## config.mk

```make
export PLATFORM = sky130hd
export DESIGN_NAME = hazard_ctrl
export DESIGN_NICKNAME = d
export VERILOG_FILES = /design/src/rtl/hazard_pkg.sv /design/src/rtl/fwd_sel.sv /design/src/rtl/hazard_ctrl.sv
export SDC_FILE = /design/constraint.sdc
export NUM_CORES = 1
export LEC_CHECK = 0
export BUFFER_PORTS_ARGS = -buffer_cell sky130_fd_sc_hd__buf_2
export CAP_MARGIN = 10
export CORE_MARGIN = 5
export CORE_UTILIZATION = 33
export CTS_CLUSTER_DIAMETER = 80
export CTS_CLUSTER_SIZE = 14
export DETAILED_ROUTE_END_ITERATION = 8
export PLACE_DENSITY = 0.75
export SLEW_MARGIN = 10
export SYNTH_ARGS = -nofsm -noshare
export SYNTH_HDL_FRONTEND = slang
export SYNTH_SLANG_ARGS = --single-unit
```

## constraint.sdc

```tcl
create_clock -name Clock -period 1.4 [get_ports Clock]
set_input_delay 0.14 -clock Clock [delete_from_list [all_inputs] [get_ports Clock]]
set_output_delay 0.14 -clock Clock [all_outputs]
set_load 0.01 [all_outputs]
```

## src/rtl/hazard_pkg.sv

```systemverilog
// hazard_pkg: shared types for the pipeline hazard controller.
package hazard_pkg;
   typedef enum logic [1:0] {FWD_RF = 2'b00, FWD_WB = 2'b01, FWD_MEM = 2'b10} fwd_sel_t;
   typedef enum logic {IDLE, MUL} mul_state_t;
endpackage

```

## src/rtl/fwd_sel.sv

```systemverilog
// fwd_sel: EX operand forwarding select for one source register, MEM over WB.
module fwd_sel
   import hazard_pkg::*;
#(
   parameter int AW = 5
) (
   input  logic [AW-1:0] src_i,
   input  logic [AW-1:0] mem_addr_i,
   input  logic          mem_we_i,
   input  logic [AW-1:0] wb_addr_i,
   input  logic          wb_we_i,
   output fwd_sel_t      sel_o
);
   always_comb
      sel_o = (mem_we_i && mem_addr_i != '0 && mem_addr_i == src_i) ? FWD_MEM :
              (wb_we_i && wb_addr_i != '0 && wb_addr_i == src_i)    ? FWD_WB  : FWD_RF;
endmodule

```

## src/rtl/hazard_ctrl.sv

```systemverilog
// hazard_ctrl: forwarding, load-use stall, branch flush and multiplier stall control.
// Define HAZARD_PERF_EN to add saturating StallCount/FlushCount outputs.
module hazard_ctrl
   import hazard_pkg::*;
#(
   parameter int AW      = 5,
   parameter int MUL_LAT = 4
) (
   input  logic          Clock,
   input  logic          nReset,
   input  logic [AW-1:0] RsAddrD,
   input  logic [AW-1:0] RtAddrD,
   input  logic [AW-1:0] RsAddrE,
   input  logic [AW-1:0] RtAddrE,
   input  logic [AW-1:0] RAddrE,
   input  logic          RegWriteE,
   input  logic          MemReadE,
   input  logic          MulOpE,
   input  logic          BranchTakenE,
   input  logic [AW-1:0] RAddrM,
   input  logic          RegWriteM,
   input  logic [AW-1:0] RAddrW,
   input  logic          RegWriteW,
   output logic          StallF,
   output logic          StallD,
   output logic          StallE,
   output logic          FlushD,
   output logic          FlushE,
   output logic          FlushM,
   output logic [1:0]    FwdAE,
   output logic [1:0]    FwdBE,
`ifdef HAZARD_PERF_EN
   output logic          MulBusy,
   output logic [31:0]   StallCount,
   output logic [31:0]   FlushCount
`else
   output logic          MulBusy
`endif
);
   localparam int CW = (MUL_LAT > 1) ? $clog2(MUL_LAT) : 1;
   localparam logic [CW-1:0] CNT_INIT = CW'((MUL_LAT > 1) ? MUL_LAT - 2 : 0);

   mul_state_t    state_q, state_d;
   logic [CW-1:0] cnt_q, cnt_d;
   logic          lu, lu_eff, mul_start, mul_stall;
   fwd_sel_t      fwd_a, fwd_b;

   fwd_sel #(.AW(AW)) u_fwd_a (
      .src_i(RsAddrE), .mem_addr_i(RAddrM), .mem_we_i(RegWriteM),
      .wb_addr_i(RAddrW), .wb_we_i(RegWriteW), .sel_o(fwd_a)
   );
   fwd_sel #(.AW(AW)) u_fwd_b (
      .src_i(RtAddrE), .mem_addr_i(RAddrM), .mem_we_i(RegWriteM),
      .wb_addr_i(RAddrW), .wb_we_i(RegWriteW), .sel_o(fwd_b)
   );

   // A taken branch squashes EX, so neither the multiply nor the load-use stall may start.
   always_comb begin
      lu        = MemReadE && RegWriteE && RAddrE != '0 && (RAddrE == RsAddrD || RAddrE == RtAddrD);
      mul_start = state_q == IDLE && MulOpE && !BranchTakenE && MUL_LAT > 1;
      mul_stall = mul_start || (state_q == MUL && cnt_q != '0);
      lu_eff    = lu && !BranchTakenE && state_q == IDLE && !mul_start;
      state_d   = mul_start ? MUL : (state_q == MUL && cnt_q == '0) ? IDLE : state_q;
      cnt_d     = mul_start ? CNT_INIT : (state_q == MUL && cnt_q != '0) ? cnt_q - CW'(1) : cnt_q;
      StallF    = lu_eff || mul_stall;
      StallD    = lu_eff || mul_stall;
      StallE    = mul_stall;
      FlushD    = BranchTakenE;
      FlushE    = BranchTakenE || lu_eff;
      FlushM    = mul_stall;
      FwdAE     = fwd_a;
      FwdBE     = fwd_b;
      MulBusy   = state_q == MUL;
   end

   always_ff @(posedge Clock or negedge nReset) begin
      if (!nReset) begin
         state_q <= IDLE;
         cnt_q   <= '0;
      end else begin
         state_q <= state_d;
         cnt_q   <= cnt_d;
      end
   end

`ifdef HAZARD_PERF_EN
   logic [31:0] stall_cnt_q, flush_cnt_q;

   always_ff @(posedge Clock or negedge nReset) begin
      if (!nReset) begin
         stall_cnt_q <= '0;
         flush_cnt_q <= '0;
      end else begin
         if (StallF && !(&stall_cnt_q)) stall_cnt_q <= stall_cnt_q + 32'd1;
         if ((FlushD || FlushE) && !(&flush_cnt_q)) flush_cnt_q <= flush_cnt_q + 32'd1;
      end
   end

   assign StallCount = stall_cnt_q;
   assign FlushCount = flush_cnt_q;
`endif
endmodule

```

==> results of run 1 <==
worst min path at each step:
stage	slack [ns]	cells after the start	startpoint	end
finish	0.23	2	nReset	MulBusy
global route	0.24	2	nReset	MulBusy
CTS	0.22	2	nReset	MulBusy
detailed placement	-0.06	1	nReset	MulBusy
global placement	-0.06	1	nReset	cnt_q[0]
floorplan	-0.16	0	nReset	MulBusy
final cells by class:
class	instances	area share (%)
timing repair buffer	76	40.3
sequential	3	6.10
clock buffer	4	2.13
inverter	4	1.42
tap	25	2.54
multi-input combinational	63	47.5
logic make-up after synthesis:
group / synth area share [%]
adder cells (fa/ha/maj): 2.12
buffers and inverters: 6.35
multiplexers: 1.91
AO/OA/AOI/OAI: 8.26
AND/OR/NAND/NOR: 24.2
XOR/XNOR: 44.5
flip-flops: 12.7
worst reg2reg max path, cell delays in order, from the launching register on:
cell and delay [ns]:
dfrtp_1 0.36, inv_2 0.06, ha_4 0.17, nor2b_4 0.11, a21oi_2 0.05, buf_4 0.13
mux2_2 0.25
placed cells by master (no fill, tap or decap), types with 3 or more instances in the layout:
cell,n
dfrtp_1,3
nor2_1,4
nand3_1,3
buf_2,44
buf_6,9
xnor2_1,5
or4_4,4
xor2_1,24
buf_4,22
clkbuf_4,3
nor3_1,3
power by group:
| part | internal [uW] | switching, uW |
|---|---|---|
| clock | 107 | 46.9 |
| sequential | 133 | 32.1 |
| combinational | 576 | 419 |
| total | 816 | 498 |
state kept, by name, indices dropped and copies added, names as in the netlist:
register,cells
MulBusy,1
cnt_q,2
metrics by stage:
stage / utilization, % / instances
finish: 72.1 / 175
global route: 72.1 / 175
CTS: 66.5 / 172
detailed placement: 58.2 / 163
global placement: 58.2 / 163
floorplan: - / 73
routing by layer:
layer  part of all wire (%)  GRT usage [%]  vias up
met5                      0              0        -
met4                    1.4           9.79        0
met3                    2.4           2.28        4
met2                     60           31.8       10
met1                     36           15.0      348
li1                       -              -      403
repair_timing:
action / in CTS / in global routing
buffers inserted: 4 / 3
resized for setup: 17 / 14
endpoints found under the setup margin: 8 / 9
hold endpoints to repair: 3 / 0
pin swaps: 7 / 3
hold buffers: 1 / 0
==> results.md, run 1 <==
* Inserted Diodes at 0
* Synth top cells by count: 24 x xor2_1, 6 x xnor2_1, 5 x nor2_1, 5 x or4_1, 4 x inv_1
* CTS H-tree lvls at 1
* Async SR Flop Fraction at 100%
* Netlist area before placement at 591 sq um
* Clock latency on the worst-skew pair at 0.23 ns
* Max Root-Sink Buffers at 2
* Share of cells above drive strength 1 at 66.0%
* Cells along the critical path: nor2_2 -> nand3_1 -> or3_4 -> o21bai_1 -> buf_2
* First-pass GRT wire length at 3.24 mm
* CTS buffer count at 3
* Total power at 1310 uW
* Levels on crit path at 5
* Final setup viols at 7
* Clk root buf: clkbuf_4
* Routed Antenna Nets at 0
* Die width at 52.3 um
* Initial antenna violation count at 0
* GRT overflow at 0
* Sequential area share after synthesis at 12.7%
* Syn Inst Count at 73
* Yosys top cell by area: xor2_1
* Starting Density at 34.6%
* Clock sinks at 3
* Ranking of synthesized cells by area: xor2_1 36%, dfrtp_1 13%, xnor2_1 8.9%
* Hold Slack at 0.225 ns
* CP arrival at 1.49 ns
* Pleak at 0.000606 uW
* Worst setup path start: MulBusy
* HPWL Detailed at 1.80 mm
* Worst r2r src: cnt_q[0]
* CP bufs+invs at 1
* Final Instance Area at 1230 sq um
* Slew at the pin with the worst max-slew slack at 0.348 ns
* Yosys warns at 0
* Reg clk slew, reported paths at 0.04 ns
* Slowest stage cell, crit path: dfrtp_1
* Fill cells at 139
* Ys flop type: dfrtp_1
* Status: finished, violations left
* DRT iter0 DRCs at 2
* Average wire per standard cell at 12.7 um
* R2R cell count at 6
* CP max stage delay at 0.38 ns
* CP Launch Type: register
* DR vias/cell at 4.37
* Failing checks: setup timing
* CTS tree: built
* Register bit total from synthesis at 3
* Relative slew margins at 76.8%
* Crit-path max FO at 2
* Unrepaired setup endpoints after global routing: yes
* Number of distinct library cells after synthesis at 21
* TNS Setup at -1.01 ns
* Setup WS post-layout at -0.227 ns
* Setup CP Type: register to output port
* Worst IR Drop VDD at 913 uV
* Core Area at 1710 sq um
* CP Capture Type: output port
* Dpl ws at -0.172 ns
* Reg2reg end: cnt_q[0]
* Drt pass-1 iters at 3
* Vias in the first global route at 808
* Crit share post-route at 116%
* Top-count cell post-synth: xor2_1
* Max-slew violations at 0
* Cell Area, Placed at 993 sq um
* FF-to-FF setup slack at 0.15 ns
* Worst endpoint required time at 1.26 ns
* GRT Overall Usage at 16.1%
* Routed WL at 2.22 mm
* # rows at 15
* Layout area overhead at 108%
* Crit path capture: FlushE
* Hold Fails Final Rpt at 0
* Hold Crit Class: input port to async pin
* FF+latch area at 75.1 sq um
* Synth Net Count at 117
* Pwr Density at 1070 nW/um^2
* Worst path top cell family by delay: simple AND/OR/NAND/NOR gates
* Synth Area per Inst at 8.09 sq um
* Max cap viols at 0
* Die height at 52.3 um
* Port Buffer Count at 53
* RD Place Congestion at 0.847
* Num ports at 54
* Largest net degree at the start of global routing at 5
* Fin crit period at 1.63 ns
* DRC Markers at 0
* Top cell type's share of synthesized area at 35.6%
* Post-synth EDFFs at 0
* Nets at 195
* Skew final at 0.00189 ns
* Die footprint at 2740 sq um
* Fmax at 615 MHz
* Routed vias at 765
* Footprint of the multi-input gates at 584 sq um
No activity file was read; power rests on OpenSTA's default activity.
==> run 2, diff against run 1 <==
ABC_CLOCK_PERIOD_IN_PS = 2100   (was default)
CORE_UTILIZATION = 39   (was 33)
PLACE_DENSITY = 0.84   (was 0.75)
clock period = 2.1 ns   (was 1.4 ns; I/O delays follow)
==> run 2 against run 1 <==
Against the previous run: the flow now finishes without violations; first-iteration DRC count grew 100%; sequential power shrank 33%; global-route usage shrank 1.2 points.
==> results.md, run 2 (synthesized netlist as in run 1, its figures left out) <==
* Status: finished clean
* Average wire per standard cell at 12.1 um (-4.9%)
* Clock power share at 17.9% (+6.2 points)
* Inserted Diodes at 0 (unchanged)
* Num ports at 54 (unchanged)
* DRT iter0 DRCs at 4 (+2)
* # rows at 14 (-1)
* Reg clk slew, reported paths at 0.04 ns (about the same)
* Setup CP Type: register to output port
* Most frequent cells in the layout: 53 x buf_2, 24 x xor2_1, 6 x xnor2_1
* CP Capture Type: output port
* Starting Density at 40.1% (+5.6 points)
* Die footprint at 2390 sq um (-13%)
* Routed Antenna Nets at 0 (unchanged)
* Routed WL at 1.74 mm (-22%)
* Drt pass-1 iters at 2 (-1)
* CTS H-tree lvls at 1 (unchanged)
* Fill cells at 137 (-1.4%)
* Final setup viols at 0 (-7)
* Fin util at 60.5% (-12 points)
* Nets at 173 (-11%)
* Sequential group share of total power at 20.0% (+7.4 points)
* GRT Overall Usage at 14.8% (-1.2 points)
* GRT overflow at 0 (unchanged)
* Skew final at 0.00253 ns (+0.000645 ns)
* Worst endpoint required time at 1.89 ns (+0.63 ns)
* Worst r2r src: cnt_q[0]
* Dpl ws at 0.357 ns (+0.529 ns)
* Clock sinks at 3 (unchanged)
* Combinational fraction of design power at 62.0% (-14 points)
* Max reg flops at 2 (unchanged)
* Fmax at 570 MHz
* Max-slew violations at 0 (unchanged)
* Most flops, register: cnt_q
* Relative slew margins at 70.5% (-6.3 points)
* Hold Crit Class: input port to register
* DR vias/cell at 4.90 (+12%)
* CP arrival at 1.54 ns (+0.05 ns)
* Hold Fails Final Rpt at 0 (unchanged)
* Setup WS post-layout at 0.346 ns (+0.573 ns)
* Sw Ratio at 41.3% (+3.4 points)
* Core Area at 1470 sq um (-14%)
* R2R cell count at 5 (-1)
* Vias in the first global route at 771 (-4.6%)
* Crit share post-route at 83.5%
* TNS Setup at 0 ns (+1.01 ns)
* Die width at 48.9 um (-6.5%)
* CP Launch Type: register
* Worst Min Path Start: MulOpE
* FF+latch area at 75.1 sq um (unchanged)
* Fin crit period at 1.75 ns
* # Post-CTS Setup Buffers at 0 (-4)
* Max Root-Sink Buffers at 2 (unchanged)
* Internal Power at 322 uW (-61%)
* CTS tree: built
* Die height at 48.9 um (-6.5%)
* Hold depth at 3
* Commonest non-fill, non-tap cell in the layout: buf_2
* Clk root buf: clkbuf_4
* Pwr Density at 617 nW/um^2 (-42%)
* Routed vias at 706 (-7.7%)
* Unrepaired setup endpoints after global routing: no
* Worst IR Drop VDD at 223 uV (-76%)
* Worst setup path start: MulBusy
* Slew at the pin with the worst max-slew slack at 0.438 ns (+0.0903 ns)
* Largest net degree at the start of global routing at 6 (+1)
* Layout area overhead at 50.6%
* Pleak at 0.000459 uW (-24%)
* CTS buffer count at 3 (unchanged)
* # resized after CTS at 0 (-17)
* Clock latency on the worst-skew pair at 0.23 ns (about the same)
* # hold bufs at CTS at 1 (unchanged)
* RD Place Congestion at 0.836 (-1.3%)
* Initial antenna violation count at 0 (unchanged)
* P_sw at 227 uW (-54%)
* Share of cells above drive strength 1 at 46.9% (-19 points)
* Footprint of the multi-input gates at 478 sq um (-18%)
* DRC Markers at 0 (unchanged)
* Crit-path max FO at 5 (+3)
* First-pass GRT wire length at 2.90 mm (-11%)
* Max cap viols at 0 (unchanged)
* Port Buffer Count at 53 (unchanged)
## run 2: cell types whose count changed in the layout (fill, tap and decap cells not counted), moves of 3 or more
cell | previous run | this run
buf_4 | 22 | 0
buf_2 | 44 | 53
or4_1 | 1 | 5
or4_4 | 4 | 0
inv_1 | 1 | 4
buf_6 | 9 | 0
## run 2: path summary, 6_finish.rpt
kind                            slack, ns       end
worst max-delay path                 0.35    StallF
worst min-delay path                 0.28   MulBusy
worst max register to register       0.84  cnt_q[0]
worst min register to register       0.51  cnt_q[1]
max in group asynchronous            1.68  cnt_q[1]
min in group asynchronous            0.31   MulBusy
## run 2: metrics by stage
step | total power (uW) | hold slack (ns) | area (sq um) | cells
after floorplan | 339 | -0.0856 | 591 | 73
after global placement | 441 | 0.00745 | 853 | 139
after detailed placement | 456 | 0.00973 | 853 | 139
after CTS | 562 | 0.268 | 890 | 144
after global routing | 608 | 0.290 | 890 | 144
final | 549 | 0.276 | 890 | 144
## run 2: power by group through the flow
stage	clock, uW	sequential, uW	combinational [uW]
floorplan	0	113	225
global placement	0	110	331
detailed placement	0	111	345
CTS	105	110	346
global route	115	116	377
finish	98.4	110	340
## run 2: layer usage
layer  global-route usage, %  part of all wire (%)
met3                    3.98                    14
met4                    8.97                   1.2
met2                    28.7                    54
met1                    13.2                    32
met5                       0                     0
## run 2: layout make-up
cell class	count	share of cell area (%)
clock buffer	4	2.95
inverter	4	1.69
multi-input combinational	63	53.7
sequential	3	8.44
tap	16	2.25
timing repair buffer	54	30.9
## run 2: critical path, cell delays in order, from the launching register on
cell	delay [ns]
dfrtp_1	0.40
nor2_1	0.15
nand3_1	0.09
or3_1	0.32
o21ai_0	0.18
buf_2	0.16
==> run 3, diff against run 2 <==
ABC_CLOCK_PERIOD_IN_PS = 1700   (was 2100)
CORE_UTILIZATION = 36   (was 39)
PLACE_DENSITY = 0.78   (was 0.84)
clock period = 1.7 ns   (was 2.1 ns; I/O delays follow)
==> run 3 against run 2 <==
Against the previous run: the run now ends with setup timing left; count of clock-buffer cells in the layout is the same; wire length is 10% higher; register-to-register slack worse by 0.40 ns.
==> results.md, run 3 (synthesized netlist as in run 1, its figures left out) <==
* TNS Setup at -0.00845 ns (-0.00845 ns)
* DP Cell Count at 139 (unchanged)
* First-pass GRT wire length at 2.80 mm (-3.3%)
* Vias in the first global route at 678 (-12%)
* Hold Crit Class: input port to register
* Fin util at 62.0% (+1.5 points)
* CP Launch Type: input port
* Crit-path max FO at 3 (-2)
* Post-Layout Cell Count at 145 (+0.69%)
* Fmax at 585 MHz
* Setup CP Type: input port to output port
* DRC Markers at 0 (unchanged)
* Average wire per standard cell at 13.2 um (+9.3%)
* CTS H-tree lvls at 1 (unchanged)
* Max cap viols at 0 (unchanged)
* CP arrival at 1.54 ns (about the same)
* GRT Overall Usage at 13.7% (-1.2 points)
* Final setup viols at 1 (+1)
* Worst r2r src: cnt_q[0]
* Port Buffer Count at 53 (unchanged)
* Skew final at 0.00946 ns (+0.00693 ns)
* Die footprint at 2550 sq um (+6.6%)
* Worst Min Path Start: MulOpE
* Max Root-Sink Buffers at 2 (unchanged)
* Fin crit period at 1.71 ns
* CP Capture Type: output port
* Clock latency on the worst-skew pair at 0.23 ns (about the same)
* Fill cells at 126 (-8.0%)
* Clk root buf: clkbuf_4
* # rows at 14 (unchanged)
* Drt pass-1 iters at 4 (+2)
* Largest net degree at the start of global routing at 6 (unchanged)
* Max reg flops at 2 (unchanged)
* Failing checks: setup timing
* Pleak at 0.000473 uW (+3.0%)
* Unrepaired setup endpoints after global routing: yes
* Inserted Diodes at 0 (unchanged)
* Max-slew violations at 0 (unchanged)
* RD Place Congestion at 0.873 (+4.4%)
* Core Area at 1520 sq um (+3.6%)
* Routed Antenna Nets at 0 (unchanged)
* Routed vias at 698 (-1.1%)
* Worst IR Drop VDD at 439 uV (+96%)
* DRT iter0 DRCs at 10 (+6)
* Routed WL at 1.91 mm (+10%)
* Total power at 724 uW (+32%)
* Nets at 174 (+0.58%)
* Die height at 50.5 um (+3.2%)
* Starting Density at 38.8% (-1.4 points)
* Share of cells above drive strength 1 at 52.7% (+5.8 points)
* Crit share post-route at 100%
* Num ports at 54 (unchanged)
* Worst endpoint required time at 1.53 ns (-0.36 ns)
* Worst setup path start: RAddrM[4]
* Reg clk slew, reported paths at 0.03 ns (about the same)
* Most frequent cells in the layout: 53 x buf_2, 24 x xor2_1, 6 x xnor2_1
* Relative slew margins at 80.9% (+10 points)
* CTS buffer count at 3 (unchanged)
* Clock sinks at 3 (unchanged)
* Hold Fails Final Rpt at 0 (unchanged)
* CTS tree: built
* Most flops, register: cnt_q
* Die width at 50.5 um (+3.2%)
* Setup WS post-layout at -0.00845 ns (-0.354 ns)
* DR vias/cell at 4.81 (-1.8%)
* Initial antenna violation count at 0 (unchanged)
* HPWL Detailed at 1.62 mm
* Pwr Density at 766 nW/um^2 (+24%)
* Slew at the pin with the worst max-slew slack at 0.285 ns (-0.153 ns)
* Commonest non-fill, non-tap cell in the layout: buf_2
* Layout area overhead at 60.0%
* GRT overflow at 0 (unchanged)
* Dpl ws at 0.0513 ns (-0.306 ns)
* Status: finished, violations left
==> run 3: critical path, cell delays in order <==
cell and delay, ns:
buf_2 0.12, or4_4 0.55, o21ai_4 0.21, nor4_2 0.08, nor4_2 0.24, buf_2 0.16
==> run 3: layer usage <==
metal  global-route usage, %  routed length, um
met5                       0                  0
met1                    15.8                722
met4                    5.11                 11
met2                    23.8               1100
met3                    3.55                 78
==> run 3: area by class of cell <==
type                            count  area [sq um]  area share, %
Clock buffer                        4          26.3           2.78
Inverter                            4          15.0           1.59
Multi-Input combinational cell     63           526           55.6
Sequential cell                     3          75.1           7.95
Tap cell                           16          20.0           2.12
Timing Repair Buffer               55           283           29.9
==> run 3: through the flow <==
step	hold slack (ns)	cell area (sq um)
after floorplan	-0.126	591
after global placement	-0.0347	853
after detailed placement	-0.0329	853
after CTS	0.225	890
after global routing	0.247	945
final	0.219	945
==> run 3: path summary, 6_finish.rpt <==
check | to | slack, ns | depth (start not counted)
max in group asynchronous | cnt_q[0] | 1.31 | 2
setup / recovery | FwdBE[0] | -0.008 | 6
hold / removal | MulBusy | 0.22 | 3
min in group asynchronous | cnt_q[1] | 0.28 | 2
hold reg to reg | cnt_q[1] | 0.52 | 1
setup reg to reg | cnt_q[0] | 0.44 | 5
==> run 3: timing repair <==
item / CTS / global route
hold endpoints to repair: 3 / 0
buffers inserted: 0 / 1
hold buffers: 1 / 0
pin swaps: 0 / 3
endpoints found under the setup margin: 2 / 4
gates resized for setup: 1 / 9
==> run 3: report_power, final <==
group | switching, uW | total, uW | internal (uW) | leakage (uW)
sequential | 30.4 | 140 | 110 | 0.0000347
clock | 36.7 | 125 | 87.9 | 0.0000150
combinational | 241 | 459 | 218 | 0.000423
